===== src/rtl/ex_stage_mem_reg.sv =====
// ---------------------------------------------------------------------------
// ex_stage_mem_reg
// Execute stage of the 5-stage RV32 pipeline. It computes the ALU result,
// branch/jump resolution and store data from the ID/EX register outputs, and
// latches them into the EX/MEM pipeline register on the falling clock edge.
//
// Optional feature macro: EX_MUL_EN
//   defined   -> iterative shift-and-add multiplier (ALU code 4'b1111) with an
//                IDLE/BUSY/DONE FSM that raises stall_EX while it runs
//   undefined -> no multiplier, stall_EX tied low, code 4'b1111 yields 0
//
// Ports
//   clk_EXMEM            pipeline clock, state changes on the falling edge
//   rst_EXMEM            asynchronous active-low reset
//   en_EXMEM             EX/MEM load enable (low = hold)
//   PC/Rs1/Rs2/Imm_in_EX operands from ID/EX
//   Rd_addr_in_EX        destination register
//   ALUSrc_B_in_EX       operand B select (1 = Imm, 0 = Rs2)
//   ALU_control_in_EX    ALU operation select
//   Branch/BranchN_in_EX BEQ-type / BNE-type branch
//   Jump_in_EX           00 none, 01 JAL, 10 JALR, 11 none
//   MemRW/RegWrite/MemtoReg_in_EX  control passed down the pipe
//   stall_EX             freeze PC, IF/ID and ID/EX while high
//   *_out_EXMEM          EX/MEM register outputs
// ---------------------------------------------------------------------------
module ex_stage_mem_reg (
  input  logic        clk_EXMEM,
  input  logic        rst_EXMEM,
  input  logic        en_EXMEM,
  input  logic [31:0] PC_in_EX,
  input  logic [31:0] Rs1_in_EX,
  input  logic [31:0] Rs2_in_EX,
  input  logic [31:0] Imm_in_EX,
  input  logic [4:0]  Rd_addr_in_EX,
  input  logic        ALUSrc_B_in_EX,
  input  logic [3:0]  ALU_control_in_EX,
  input  logic        Branch_in_EX,
  input  logic        BranchN_in_EX,
  input  logic [1:0]  Jump_in_EX,
  input  logic        MemRW_in_EX,
  input  logic        RegWrite_in_EX,
  input  logic [1:0]  MemtoReg_in_EX,
  output logic        stall_EX,
  output logic [31:0] PC_out_EXMEM,
  output logic [31:0] PC4_out_EXMEM,
  output logic [31:0] ALU_out_EXMEM,
  output logic [31:0] Rs2_out_EXMEM,
  output logic [31:0] Target_out_EXMEM,
  output logic [4:0]  Rd_addr_out_EXMEM,
  output logic        Taken_out_EXMEM,
  output logic        MemRW_out_EXMEM,
  output logic        RegWrite_out_EXMEM,
  output logic [1:0]  MemtoReg_out_EXMEM
);

  logic [31:0] op_a;
  logic [31:0] op_b;
  logic [31:0] alu_result;
  logic        alu_zero;
  logic        taken;
  logic [31:0] target;
  logic [31:0] jalr_sum;

  assign op_a = Rs1_in_EX;
  assign op_b = ALUSrc_B_in_EX ? Imm_in_EX : Rs2_in_EX;

`ifdef EX_MUL_EN
  typedef enum logic [1:0] {IDLE, BUSY, DONE} mul_state_t;

  mul_state_t  state, state_next;
  logic [31:0] mcand, mcand_next;
  logic [31:0] mplier, mplier_next;
  logic [31:0] prod, prod_next;
  logic [5:0]  count, count_next;
  logic        is_mul;

  assign is_mul = (ALU_control_in_EX == 4'b1111);

  always_ff @(negedge clk_EXMEM or negedge rst_EXMEM) begin
    if (!rst_EXMEM) begin
      state  <= IDLE;
      mcand  <= 32'd0;
      mplier <= 32'd0;
      prod   <= 32'd0;
      count  <= 6'd0;
    end else begin
      state  <= state_next;
      mcand  <= mcand_next;
      mplier <= mplier_next;
      prod   <= prod_next;
      count  <= count_next;
    end
  end

  // 32 add/shift iterations (count 0..31), then one more BUSY edge with
  // count == 32 moves to DONE, so DONE is reached 33 edges after the load.
  always_comb begin
    state_next  = state;
    mcand_next  = mcand;
    mplier_next = mplier;
    prod_next   = prod;
    count_next  = count;
    case (state)
      IDLE: begin
        if (is_mul) begin
          mcand_next  = op_a;
          mplier_next = op_b;
          prod_next   = 32'd0;
          count_next  = 6'd0;
          state_next  = BUSY;
        end
      end
      BUSY: begin
        if (count == 6'd32) begin
          state_next = DONE;
        end else begin
          if (mplier[0]) prod_next = prod + mcand;
          mcand_next  = mcand << 1;
          mplier_next = mplier >> 1;
          count_next  = count + 6'd1;
        end
      end
      DONE: begin
        // The product stays on the ALU output until EX/MEM actually takes it.
        if (en_EXMEM) state_next = IDLE;
      end
      default: state_next = IDLE;
    endcase
  end

  assign stall_EX = is_mul && (state != DONE);
`else
  assign stall_EX = 1'b0;
`endif

  always_comb begin
    alu_result = 32'd0;
    case (ALU_control_in_EX)
      4'b0000: alu_result = op_a + op_b;
      4'b0001: alu_result = op_a - op_b;
      4'b0010: alu_result = op_a & op_b;
      4'b0011: alu_result = op_a | op_b;
      4'b0100: alu_result = op_a ^ op_b;
      4'b0101: alu_result = op_a << op_b[4:0];
      4'b0110: alu_result = op_a >> op_b[4:0];
      4'b0111: alu_result = $signed(op_a) >>> op_b[4:0];
      4'b1000: alu_result = {31'd0, ($signed(op_a) < $signed(op_b))};
      4'b1001: alu_result = {31'd0, (op_a < op_b)};
`ifdef EX_MUL_EN
      4'b1111: alu_result = prod;
`endif
      default: alu_result = 32'd0;
    endcase
  end

  assign alu_zero = (alu_result == 32'd0);
  assign taken    = (Branch_in_EX & alu_zero) | (BranchN_in_EX & ~alu_zero) |
                    (Jump_in_EX == 2'b01) | (Jump_in_EX == 2'b10);
  assign jalr_sum = Rs1_in_EX + Imm_in_EX;
  assign target   = (Jump_in_EX == 2'b10) ? {jalr_sum[31:1], 1'b0}
                                          : (PC_in_EX + Imm_in_EX);

  // EX/MEM register; a stalled multiply inserts an all-zero bubble.
  always_ff @(negedge clk_EXMEM or negedge rst_EXMEM) begin
    if (!rst_EXMEM) begin
      PC_out_EXMEM       <= 32'd0;
      PC4_out_EXMEM      <= 32'd0;
      ALU_out_EXMEM      <= 32'd0;
      Rs2_out_EXMEM      <= 32'd0;
      Target_out_EXMEM   <= 32'd0;
      Rd_addr_out_EXMEM  <= 5'd0;
      Taken_out_EXMEM    <= 1'b0;
      MemRW_out_EXMEM    <= 1'b0;
      RegWrite_out_EXMEM <= 1'b0;
      MemtoReg_out_EXMEM <= 2'b00;
    end else if (en_EXMEM) begin
      if (stall_EX) begin
        PC_out_EXMEM       <= 32'd0;
        PC4_out_EXMEM      <= 32'd0;
        ALU_out_EXMEM      <= 32'd0;
        Rs2_out_EXMEM      <= 32'd0;
        Target_out_EXMEM   <= 32'd0;
        Rd_addr_out_EXMEM  <= 5'd0;
        Taken_out_EXMEM    <= 1'b0;
        MemRW_out_EXMEM    <= 1'b0;
        RegWrite_out_EXMEM <= 1'b0;
        MemtoReg_out_EXMEM <= 2'b00;
      end else begin
        PC_out_EXMEM       <= PC_in_EX;
        PC4_out_EXMEM      <= PC_in_EX + 32'd4;
        ALU_out_EXMEM      <= alu_result;
        Rs2_out_EXMEM      <= Rs2_in_EX;
        Target_out_EXMEM   <= target;
        Rd_addr_out_EXMEM  <= Rd_addr_in_EX;
        Taken_out_EXMEM    <= taken;
        MemRW_out_EXMEM    <= MemRW_in_EX;
        RegWrite_out_EXMEM <= RegWrite_in_EX;
        MemtoReg_out_EXMEM <= MemtoReg_in_EX;
      end
    end
  end

endmodule


===== config.mk =====
export PLATFORM = sky130hd
export DESIGN_NAME = ex_stage_mem_reg
export DESIGN_NICKNAME = d
export VERILOG_FILES = /design/src/rtl/ex_stage_mem_reg.sv
export SDC_FILE = /design/constraint.sdc
export NUM_CORES = 1
export LEC_CHECK = 0
export CAP_MARGIN = 30
export CELL_PAD_IN_SITES_DETAIL_PLACEMENT = 1
export CELL_PAD_IN_SITES_GLOBAL_PLACEMENT = 2
export CORE_UTILIZATION = 25
export CTS_CLUSTER_DIAMETER = 200
export DETAILED_ROUTE_END_ITERATION = 16
export GPL_ROUTABILITY_DRIVEN = 0
export HOLD_SLACK_MARGIN = 0.12
export PLACE_DENSITY = 0.73
export SLEW_MARGIN = 20
export SYNTH_ARGS = -nofsm -noshare
export SYNTH_HDL_FRONTEND = slang
export SYNTH_SLANG_ARGS = --single-unit

===== constraint.sdc =====
create_clock -name clk_EXMEM -period 0.8 [get_ports clk_EXMEM]
set_input_delay 0.16 -clock clk_EXMEM [delete_from_list [all_inputs] [get_ports clk_EXMEM]]
set_output_delay 0.16 -clock clk_EXMEM [all_outputs]
set_load 0.05 [all_outputs]

==> impl_metrics.csv, run 1 <==
group,metric,value,unit
synth,synth-async-reset-ratio,100,%
synth,synth_area,19700,um^2
route,drt-pass1-iter-count,5,
critical_path,crit_top_cell,"buf_4",
synth,synthCells,2370,
sta,timing.slew.headroom,49.1,%
placed_design,dpl_cell_area,33300,um^2
route,initialDrtViolationCount,1867,
final_layout,area_growth,88.6,%
final_layout,fin_area,37200,um^2
sta,finClkSkew,0,ns
final_layout,mostFrequentLayoutCell,"buf_4",
final_layout,fin_nets,3880,
critical_path,cp_max_fo,10,
synth,synth_edf_count,0,
sta,hold_viol_final,0,
clocking,clock-sinks,168,
clocking,clock_latency,0.48,ns
critical_path,cp_slowest_cell,"nor4_2",
final_layout,most-common-layout-cells,"buf_4, nor2_1, buf_12",
power_and_ir_drop,p_leak,16.8,nW
route,vias,25700,
final_layout,drive_gt1_share,50.1,%
clocking,numCtsBuffers,17,
critical_path,worstPathCellList,"buf_12, buf_6, mux2i_4, buf_6, buf_4, ha_4, a211oi_4, buf_4, o21bai_2, a2111oi_4, nor3_1, o21ai_1, nand4_1, nor4_2, and4_4, and4_1, nand4_1, nor4_2, buf_4, mux2i_1, a31oi_1",
run,maxCapViolations,0,
floorplanning,core_area,77700,um^2
floorplanning,die_w,283,um
synth,syn_area_per_cell,8.31,um^2
global_routing,antenna_found_initial,9,
sta,drv_slew,0,
synth,yosys_register_bits,168,
synth,synth_nets,2686,
final_layout,fillers,8648,
floorplanning,dieHeight,283,um
power_and_ir_drop,irDropWorstVdd,1820,uV
global_routing,grt_max_degree,39,
synth,synth-seq-area-share,21.3,%
global_routing,grt_pass1_vias,27900,
clocking,htreeDepth,4,
clocking,cts_buffer_depth,2,
critical_path,cp.required,0.68,ns
critical_path,critPathArrivalTime,4.70,ns
floorplanning,initial_core_util,25.4,%
synth,synth_flop_cell,"dfrtn_1",
placed_design,io_buffer_count,318,
final_layout,multi_input_area,17400,um^2
global_routing,grtUsageTotal,30.1,%
critical_path,critical_path.n_buffers_inverters,6,
floorplanning,pin_count,320,
sta,max_slew.worst_pin.slew,0.764,ns
route,wire_per_inst,26.4,um
status,status,"finished with violations",
clocking,clk_pin_slew_worst_paths,0.06,ns
final_layout,final_cells,4620,
floorplanning,die_area,80000,um^2
sta,setup_ws,-4.02,ns
final_layout,seqCellArea,4200,um^2
placed_design,hpwl,94800,um
status,violations,"setup timing",
route,viasPerCell,5.56,
placed_design,placed_cells,4467,
critical_path,start_kind,"primary input",
global_routing,grt_pass1_wl,180000,um
critical_path,path_delay_family,"simple AND/OR/NAND/NOR gates",
power_and_ir_drop,finalPower,54.2,mW
critical_path,cpPeakStageDelay,0.43,ns
synth,synth_warnings,0,
clocking,cts_tree,"built",
global_routing,overflow,0,
route,wl,122000,um
floorplanning,rows,102,
route,drc,0,
critical_path,critPathKind,"in2reg",
power_and_ir_drop,powerDensity,1460,nW/um^2
critical_path,worstSetupEndpointType,"flip-flop",
clocking,cts-root-buf,"clkbuf_16",
synth,ys_types,94,
placed_design,dp_slack,-4.88,ns
worst_hold_path,hold_class,"in2async",
route,ant_nets,0,
sta,setup_viol,338,
sta,rsz0062_at_grt,"true",
## synth_stat cells, drive strengths merged, types with 10 or more instances
master  number  share of area, %
a31oi       28              0.89
nand2b      17              0.54
buf         47               1.3
o21ai      114               2.9
nor2b       23              0.73
o21a        22              0.84
a221oi      29               1.3
o31ai       12              0.46
xor2        32               1.4
a21boi      10              0.38
inv        123               2.3
nand4       20              0.63
or3         23              0.73
dfrtn      168                21
a211oi      35               1.4
mux4        57               6.6
o221ai      17              0.76
a221o       10              0.51
o211ai      33               1.3
mux2i      106               5.5
nand3       61               1.5
nor4        20              0.70
and2        14              0.44
or2         11              0.35
mux2        92               5.3
o21bai      15              0.57
a21o        36               1.4
o311ai      10              0.44
clkbuf     106               2.0
xnor2       58               2.6
nor2       234               4.5
and3        19              0.60
ha         163                10
o22ai       18              0.57
nand2      183               3.5
nor3        64               1.6
a21oi      190               4.8
## stage by stage
| step | hold WS, ns | TNS, ns | util (%) |
|---|---|---|---|
| 2_1_floorplan | 0.156 | -275.67 | - |
| 3_3_place_gp | 0.488 | -376.69 | 42.9 |
| 3_5_place_dp | 0.500 | -385.96 | 42.9 |
| 4_1_cts | 0.0833 | -337.65 | 46.9 |
| 5_1_grt | 0.0899 | -349.19 | 47.8 |
| 6_report | 0.0990 | -337.88 | 47.8 |
## worst paths after layout
| path | start | endpoint | slack (ns) | cells past startpoint |
|---|---|---|---|---|
| worst max-delay path | ALUSrc_B_in_EX | Taken_out_EXMEM | -4.02 | 21 |
| worst min-delay path | rst_EXMEM | PC_out_EXMEM[30] | 0.1 | 2 |
| worst max register to register | ALU_out_EXMEM[28] | ALU_out_EXMEM[28] | -0.15 | 2 |
| worst min register to register | Target_out_EXMEM[11] | Target_out_EXMEM[11] | 0.50 | 1 |
| max in group asynchronous | rst_EXMEM | Rs2_out_EXMEM[6] | 0.41 | 2 |
| min in group clk_EXMEM | en_EXMEM | Rs2_out_EXMEM[17] | 0.39 | 2 |
## logic make-up after synthesis
group / Yosys count / synth area share, %
compound gates: 682 / 23.3
xor+xnor: 90 / 4.00
fa+ha+maj: 167 / 10.8
buf+inv: 277 / 5.65
flops: 168 / 21.3
mux: 255 / 17.3
other cells: 1 / 0.0190
simple gates: 730 / 17.6
## registers in the layout, indices dropped and copies added (netlist names)
| name | cells |
|---|---|
| PC_out_EXMEM | 32 |
| MemRW_out_EXMEM | 1 |
| Rs2_out_EXMEM | 32 |
| Rd_addr_out_EXMEM | 5 |
| Target_out_EXMEM | 32 |
| MemtoReg_out_EXMEM | 2 |
| PC4_out_EXMEM | 30 |
| ALU_out_EXMEM | 32 |
| RegWrite_out_EXMEM | 1 |
| Taken_out_EXMEM | 1 |
## where the power goes
part | internal, mW | total, mW | switching [mW]
Combinational | 16.4 | 34.2 | 17.8
Clock | 4.18 | 9.00 | 4.82
Sequential | 9.70 | 11.1 | 1.37
Total | 30.3 | 54.2 | 24.0
## timing repair
action	CTS	global route
setup buffers	115	38
resized for setup	547	142
endpoints found under the setup margin	338	338
pin swaps	160	110
hold endpoints to repair	71	38
gates cloned	2	0
## per-layer routing
metal | GRT usage, % | vias up | wire length, um
li1 | - | 11200 | -
met1 | 36.3 | 12900 | 48200
met2 | 49.6 | 1241 | 56900
met3 | 6.87 | 390 | 9330
met4 | 16.5 | 12 | 7610
met5 | 0 | - | 73
## area by class of cell
cell class	count	share of cell area, %
Multi-Input combinational cell	1925	46.8
Timing Repair Buffer	1328	35.5
Clock buffer	17	1.14
Tap cell	1040	3.50
Clock inverter	15	0.434
Inverter	124	1.28
Sequential cell	168	11.3
Antenna cell	3	0.0202
(Power assumes the default switching activity.)
==> run 2: changes to the inputs <==
Settings changed: TNS_END_PERCENT set to 5.
==> run 2 against run 1 <==
Effect of this change: the run still ends with setup timing left; sequential power barely moved; total power is 1.1% lower; non-clock buffer count decreased by 28; clock skew did not move; sequential share of layout area up 0.29 points; clock power grew 3.9%; global-route usage decreased by 0.56 points; flip-flop and latch count is the same; first-iteration DRC count rose by 9.7%; via count increased by 0.26%; combinational power down 3%; register-to-register slack gained 0.03 ns; largest power group unchanged.
==> impl_metrics.csv, run 2 (same netlist as run 1, synthesis figures left out) <==
group,metric,value,unit
status,status,"finished with violations",
status,violations,"setup timing",
global_routing,grt_max_degree,41,
power_and_ir_drop,power.switching,23.5,mW
critical_path,cp_max_fo,18,
worst_hold_path,hold_class,"in2async",
clocking,cts_tree,"built",
power_and_ir_drop,p_int,30.1,mW
route,vias,25800,
route,viasPerCell,5.61,
critical_path,timing.rr.start,"ALU_out_EXMEM[28]",
sta,setup_viol,367,
sta,finClkSkew,0,ns
final_layout,fillers,8780,
sta,rsz0062_at_grt,"true",
placed_design,io_buffer_count,318,
final_layout,mostFrequentLayoutCell,"buf_4",
power_and_ir_drop,irDropWorstVdd,1740,uV
critical_path,reg2reg_depth,2,
global_routing,overflow,0,
floorplanning,rows,102,
critical_path,critPathArrivalTime,4.42,ns
final_layout,fin_nets,3852,
clocking,cts_buffer_depth,2,
power_and_ir_drop,p_leak,16.4,nW
route,wire_per_inst,26.4,um
global_routing,antenna_found_initial,12,
critical_path,r2r_setup_slack,-0.12,ns
global_routing,grt_pass1_vias,27900,
floorplanning,initial_core_util,25.4,%
critical_path,cp.required,0.69,ns
clocking,htreeDepth,4,
global_routing,grtUsageTotal,29.6,%
power_and_ir_drop,seq_power_share,20.6,%
final_layout,final_core_util,46.6,%
clocking,cts-root-buf,"clkbuf_16",
floorplanning,pin_count,320,
final_layout,most-common-layout-cells,"buf_4, nor2_1, buf_12",
floorplanning,dieHeight,283,um
global_routing,grt_pass1_wl,178000,um
power_and_ir_drop,p_comb_share,62.0,%
critical_path,endpoint,"Taken_out_EXMEM",
placed_design,dp_slack,-4.71,ns
route,wl,121000,um
run,maxCapViolations,0,
clocking,clock_latency,0.45,ns
route,ant_nets,0,
route,drc,0,
critical_path,critPathKind,"in2reg",
sta,setup_ws,-3.73,ns
critical_path,rr_endpoint,"ALU_out_EXMEM[28]",
final_layout,drive_gt1_share,47.9,%
clocking,numCtsBuffers,17,
clocking,clock-sinks,168,
sta,hold_viol_final,0,
final_layout,area_growth,83.9,%
route,initialDrtViolationCount,2049,
clocking,clk_pin_slew_worst_paths,0.06,ns
power_and_ir_drop,powerDensity,1480,nW/um^2
power_and_ir_drop,netSwitchingFraction,43.9,%
placed_design,hpwl,92600,um
critical_path,start_kind,"primary input",
floorplanning,die_area,80000,um^2
critical_path,worstSetupEndpointType,"flip-flop",
floorplanning,die_w,283,um
floorplanning,core_area,77700,um^2
sta,max_slew.worst_pin.slew,1.03,ns
route,drt-pass1-iter-count,8,
critical_path,critPathLaunch,"ALUSrc_B_in_EX",
sta,drv_slew,0,
sta,timing.slew.headroom,31.3,%
power_and_ir_drop,p_clk_share,17.4,%
## run 2: cell types whose count changed in the layout (fill, tap and decap cells not counted), sizes merged
cell,delta
buf,-34
dlymetal6s2s,+25
clkdlybuf4s50,-18
dlygate4sd2,-6
inv,+5
clkdlybuf4s15,+4
clkinvlp,-4
diode,+3
clkinv,-2
bufbuf,-1
bufinv,+1
clkbuf,+1
dlygate4sd3,+1
## run 2: power groups by stage
stage	Clock, mW	Sequential [mW]	Combinational, mW
2_1_floorplan	0	14.3	9.75
3_3_place_gp	0	11.1	28.5
3_5_place_dp	0	11.2	29.1
4_1_cts	9.59	11.0	31.6
5_1_grt	9.84	11.2	34.6
6_report	9.35	11.0	33.2
## run 2: layout make-up
class | count | area (um^2) | area share [%]
Antenna cell | 6 | 15.0 | 0.0414
Clock buffer | 17 | 425 | 1.17
Clock inverter | 15 | 195 | 0.539
Inverter | 124 | 470 | 1.30
Multi-Input combinational cell | 1925 | 16700 | 46.0
Sequential cell | 168 | 4200 | 11.6
Tap cell | 1040 | 1300 | 3.59
Timing Repair Buffer | 1300 | 12900 | 35.7
## run 2: worst max-delay path: stages
cell	delay, ns
buf_12	0.11
buf_8	0.13
buf_4	0.13
mux2i_4	0.35
buf_8	0.23
buf_8	0.22
mux4_2	0.35
mux2i_1	0.46
and2_1	0.22
o21ai_0	0.16
a221o_1	0.43
a311oi_2	0.34
nand2_1	0.13
or3_4	0.41
nor4_4	0.27
mux2i_1	0.22
a31oi_1	0.09
## run 2: metal layers
layer  share of wire [%]  vias to the layer above  track usage [%]
met5               0.082                        -                0
met4                 6.3                       16             16.2
met3                 8.0                      418             7.30
met2                  47                     1254             49.3
met1                  39                    12900             34.7
li1                    -                    11200                -
## run 2: worst min path at each step
stage | slack [ns] | endpoint | from | cells past startpoint
floorplan | 0.16 | ALU_out_EXMEM[0] | rst_EXMEM | 0
finish | 0.07 | Target_out_EXMEM[8] | rst_EXMEM | 2
global route | 0.08 | PC4_out_EXMEM[5] | rst_EXMEM | 2
global placement | 0.34 | PC_out_EXMEM[11] | rst_EXMEM | 1
detailed placement | 0.34 | PC_out_EXMEM[11] | rst_EXMEM | 1
CTS | -0.16 | PC4_out_EXMEM[24] | rst_EXMEM | 1
## run 2: timing repair
item,CTS,global route
hold endpoints to repair,59,17
buffers inserted,103,29
cloned,4,0
resized for setup,456,239
endpoints found under the setup margin,338,338
pin swaps,127,128
## run 2: per-stage QoR
stage,instances,TNS [ns],hold slack [ns],area [um^2],total power [mW]
final,4595,-346.00,0.0723,36200,53.6
after global routing,4592,-358.40,0.0775,36200,55.6
after CTS,4575,-356.94,-0.155,35400,52.2
after detailed placement,4442,-391.43,0.343,32300,40.3
after global placement,4442,-381.53,0.341,32300,39.6
after floorplan,2370,-314.68,0.156,20100,24.0
==> run 3: changes to the inputs <==
Settings changed: CORE_ASPECT_RATIO set to 1.25, RECOVER_POWER set to 50.
==> run 3 against run 2 <==
Effect of this change: the run still ends with setup timing left; first-iteration DRC count increased by 0.93%; setup slack worse by 0.054 ns; die area hardly changed; clock power shrank 2.8%; wire length increased by 1.1%; total power fell by 0.22%; sequential share of layout area about the same; final area grew 0.36%; register-to-register slack about the same; flip-flop and latch count unchanged; combinational power about the same; critical path type unchanged; highest routed layer unchanged.
==> impl_metrics.csv, run 3 (same netlist as run 1, synthesis figures left out) <==
group,metric,value,unit
global_routing,overflow,0,
floorplanning,rows,114,
placed_design,placed_cells,4493,
critical_path,path_delay_family,"simple AND/OR/NAND/NOR gates",
status,status,"finished with violations",
critical_path,critPathKind,"in2reg",
final_layout,seqCellArea,4200,um^2
sta,setup_ws,-3.78,ns
route,viasPerCell,5.58,
final_layout,fin_nets,3874,
final_layout,final_core_util,46.8,%
sta,max_slew.worst_pin.slew,1.05,ns
power_and_ir_drop,p_leak,16.4,nW
run,maxCapViolations,0,
critical_path,worstPathCellList,"buf_12, buf_4, buf_4, mux2i_2, buf_4, ha_2, buf_4, or3_4, nor3_4, a221oi_4, buf_6, nand2_1, a31oi_4, o311ai_4, a21oi_1, nor4_2, o21ai_2, or3_4, nor4_4, mux2i_1, a31oi_1",
placed_design,io_buffer_count,318,
critical_path,worstSetupEndpointType,"flip-flop",
final_layout,fillers,8821,
final_layout,area_growth,84.5,%
status,violations,"setup timing",
critical_path,cp_slowest_cell,"nor4_2",
global_routing,grt_pass1_vias,28300,
clocking,cts_tree,"built",
worst_hold_path,hold_class,"in2async",
sta,hold_ws,0.181,ns
route,ant_nets,0,
critical_path,cp_max_fo,4,
floorplanning,initial_core_util,25.4,%
clocking,htreeDepth,4,
floorplanning,dieHeight,316,um
clocking,clock_latency,0.46,ns
sta,setup_viol,370,
route,initialDrtViolationCount,2068,
critical_path,reg2reg_depth,2,
floorplanning,die_area,80000,um^2
final_layout,drive_gt1_share,48.3,%
floorplanning,pin_count,320,
critical_path,crit_top_cell,"buf_4",
sta,drv_slew,0,
global_routing,antenna_found_initial,9,
sta,timing.slew.headroom,29.3,%
global_routing,grtUsageTotal,30.4,%
clocking,numCtsBuffers,17,
floorplanning,die_w,253,um
route,wl,123000,um
final_layout,multi_input_area,16700,um^2
critical_path,cpPeakStageDelay,0.42,ns
route,wire_per_inst,26.6,um
critical_path,critical_path.n_buffers_inverters,6,
floorplanning,core_area,77700,um^2
placed_design,dp_slack,-5.01,ns
clocking,holdBufCountCts,1,
critical_path,critPathArrivalTime,4.48,ns
global_routing,grt_pass1_wl,181000,um
global_routing,grt_max_degree,52,
critical_path,start_kind,"primary input",
power_and_ir_drop,irDropWorstVdd,1750,uV
critical_path,cp.depth,21,
sta,finClkSkew,0,ns
route,drt-pass1-iter-count,6,
sta,rsz0062_at_grt,"true",
sta,fin_setup_tns,-334.31,ns
final_layout,most-common-layout-cells,"buf_4, nor2_1, buf_12",
final_layout,mostFrequentLayoutCell,"buf_4",
route,vias,25700,
sta,hold_viol_final,0,
critical_path,cp.required,0.70,ns
clocking,clock-sinks,168,
placed_design,hpwl,95500,um
clocking,clk_pin_slew_worst_paths,0.06,ns
clocking,cts_buffer_depth,2,
route,drc,0,
clocking,cts-root-buf,"clkbuf_16",
final_layout,final_cells,4615,
power_and_ir_drop,powerDensity,1470,nW/um^2
[run 3: changes by cell type in the layout (fill, tap and decap cells not counted), sizes merged, moves of 4 or more]
| cell | previous run | this run |
|---|---|---|
| clkbuf | 31 | 46 |
| dlygate4sd2 | 32 | 38 |
| diode | 6 | 1 |
| buf | 1168 | 1175 |
| inv | 134 | 130 |
| dlymetal6s2s | 29 | 22 |
[run 3: worst paths after layout]
path | from | endpoint | slack, ns
max | ALUSrc_B_in_EX | Taken_out_EXMEM | -3.78
min | rst_EXMEM | ALU_out_EXMEM[20] | 0.18
max reg2reg | ALU_out_EXMEM[6] | ALU_out_EXMEM[6] | -0.13
min reg2reg | Target_out_EXMEM[11] | Target_out_EXMEM[11] | 0.50
max in group asynchronous | rst_EXMEM | PC_out_EXMEM[16] | -0.14
min in group clk_EXMEM | Rs2_in_EX[18] | Rs2_out_EXMEM[18] | 0.33
[run 3: stage by stage]
stage,power [mW],instance area [um^2]
6_report,53.5,36400
5_1_grt,55.4,36400
4_1_cts,52.4,35900
3_5_place_dp,40.7,32700
3_3_place_gp,39.9,32700
2_1_floorplan,24.0,20100
[run 3: worst reg2reg max path: cells and delay by family, from the launching register on]
family / cells / cell delay (ns)
flops: 1 / 0.39
mux: 1 / 0.25
buf+inv: 1 / 0.15
[run 3: area by class of cell]
cell class | count | area share, %
multi-input cells | 1925 | 46.0
repair buffers | 1322 | 35.9
flip-flops and latches | 168 | 11.6
well taps | 1044 | 3.59
inverters | 124 | 1.29
clock buffers | 17 | 1.17
clock inverters | 14 | 0.447
diodes | 1 | 0.00688
[run 3: layer usage]
metal | track usage, % | vias to the layer above | wire (um)
met5 | 0 | - | 56
met4 | 19.6 | 10 | 9070
met3 | 6.15 | 456 | 8500
met2 | 52.5 | 1243 | 59800
met1 | 34.1 | 12800 | 45300
li1 | - | 11200 | -
[run 3: repair_timing]
action / CTS / global route
setup buffers: 103 / 23
gates resized for setup: 525 / 197
hold endpoints to repair: 15 / 8
gates cloned: 1 / 0
pin swaps: 122 / 90
setup endpoints to repair: 338 / 340
[run 3: power breakdown]
| group | switching (mW) | total, mW | internal, mW |
|---|---|---|---|
| Clock | 4.42 | 9.09 | 4.67 |
| Combinational | 17.5 | 33.4 | 15.9 |
| Sequential | 1.33 | 11.0 | 9.71 |
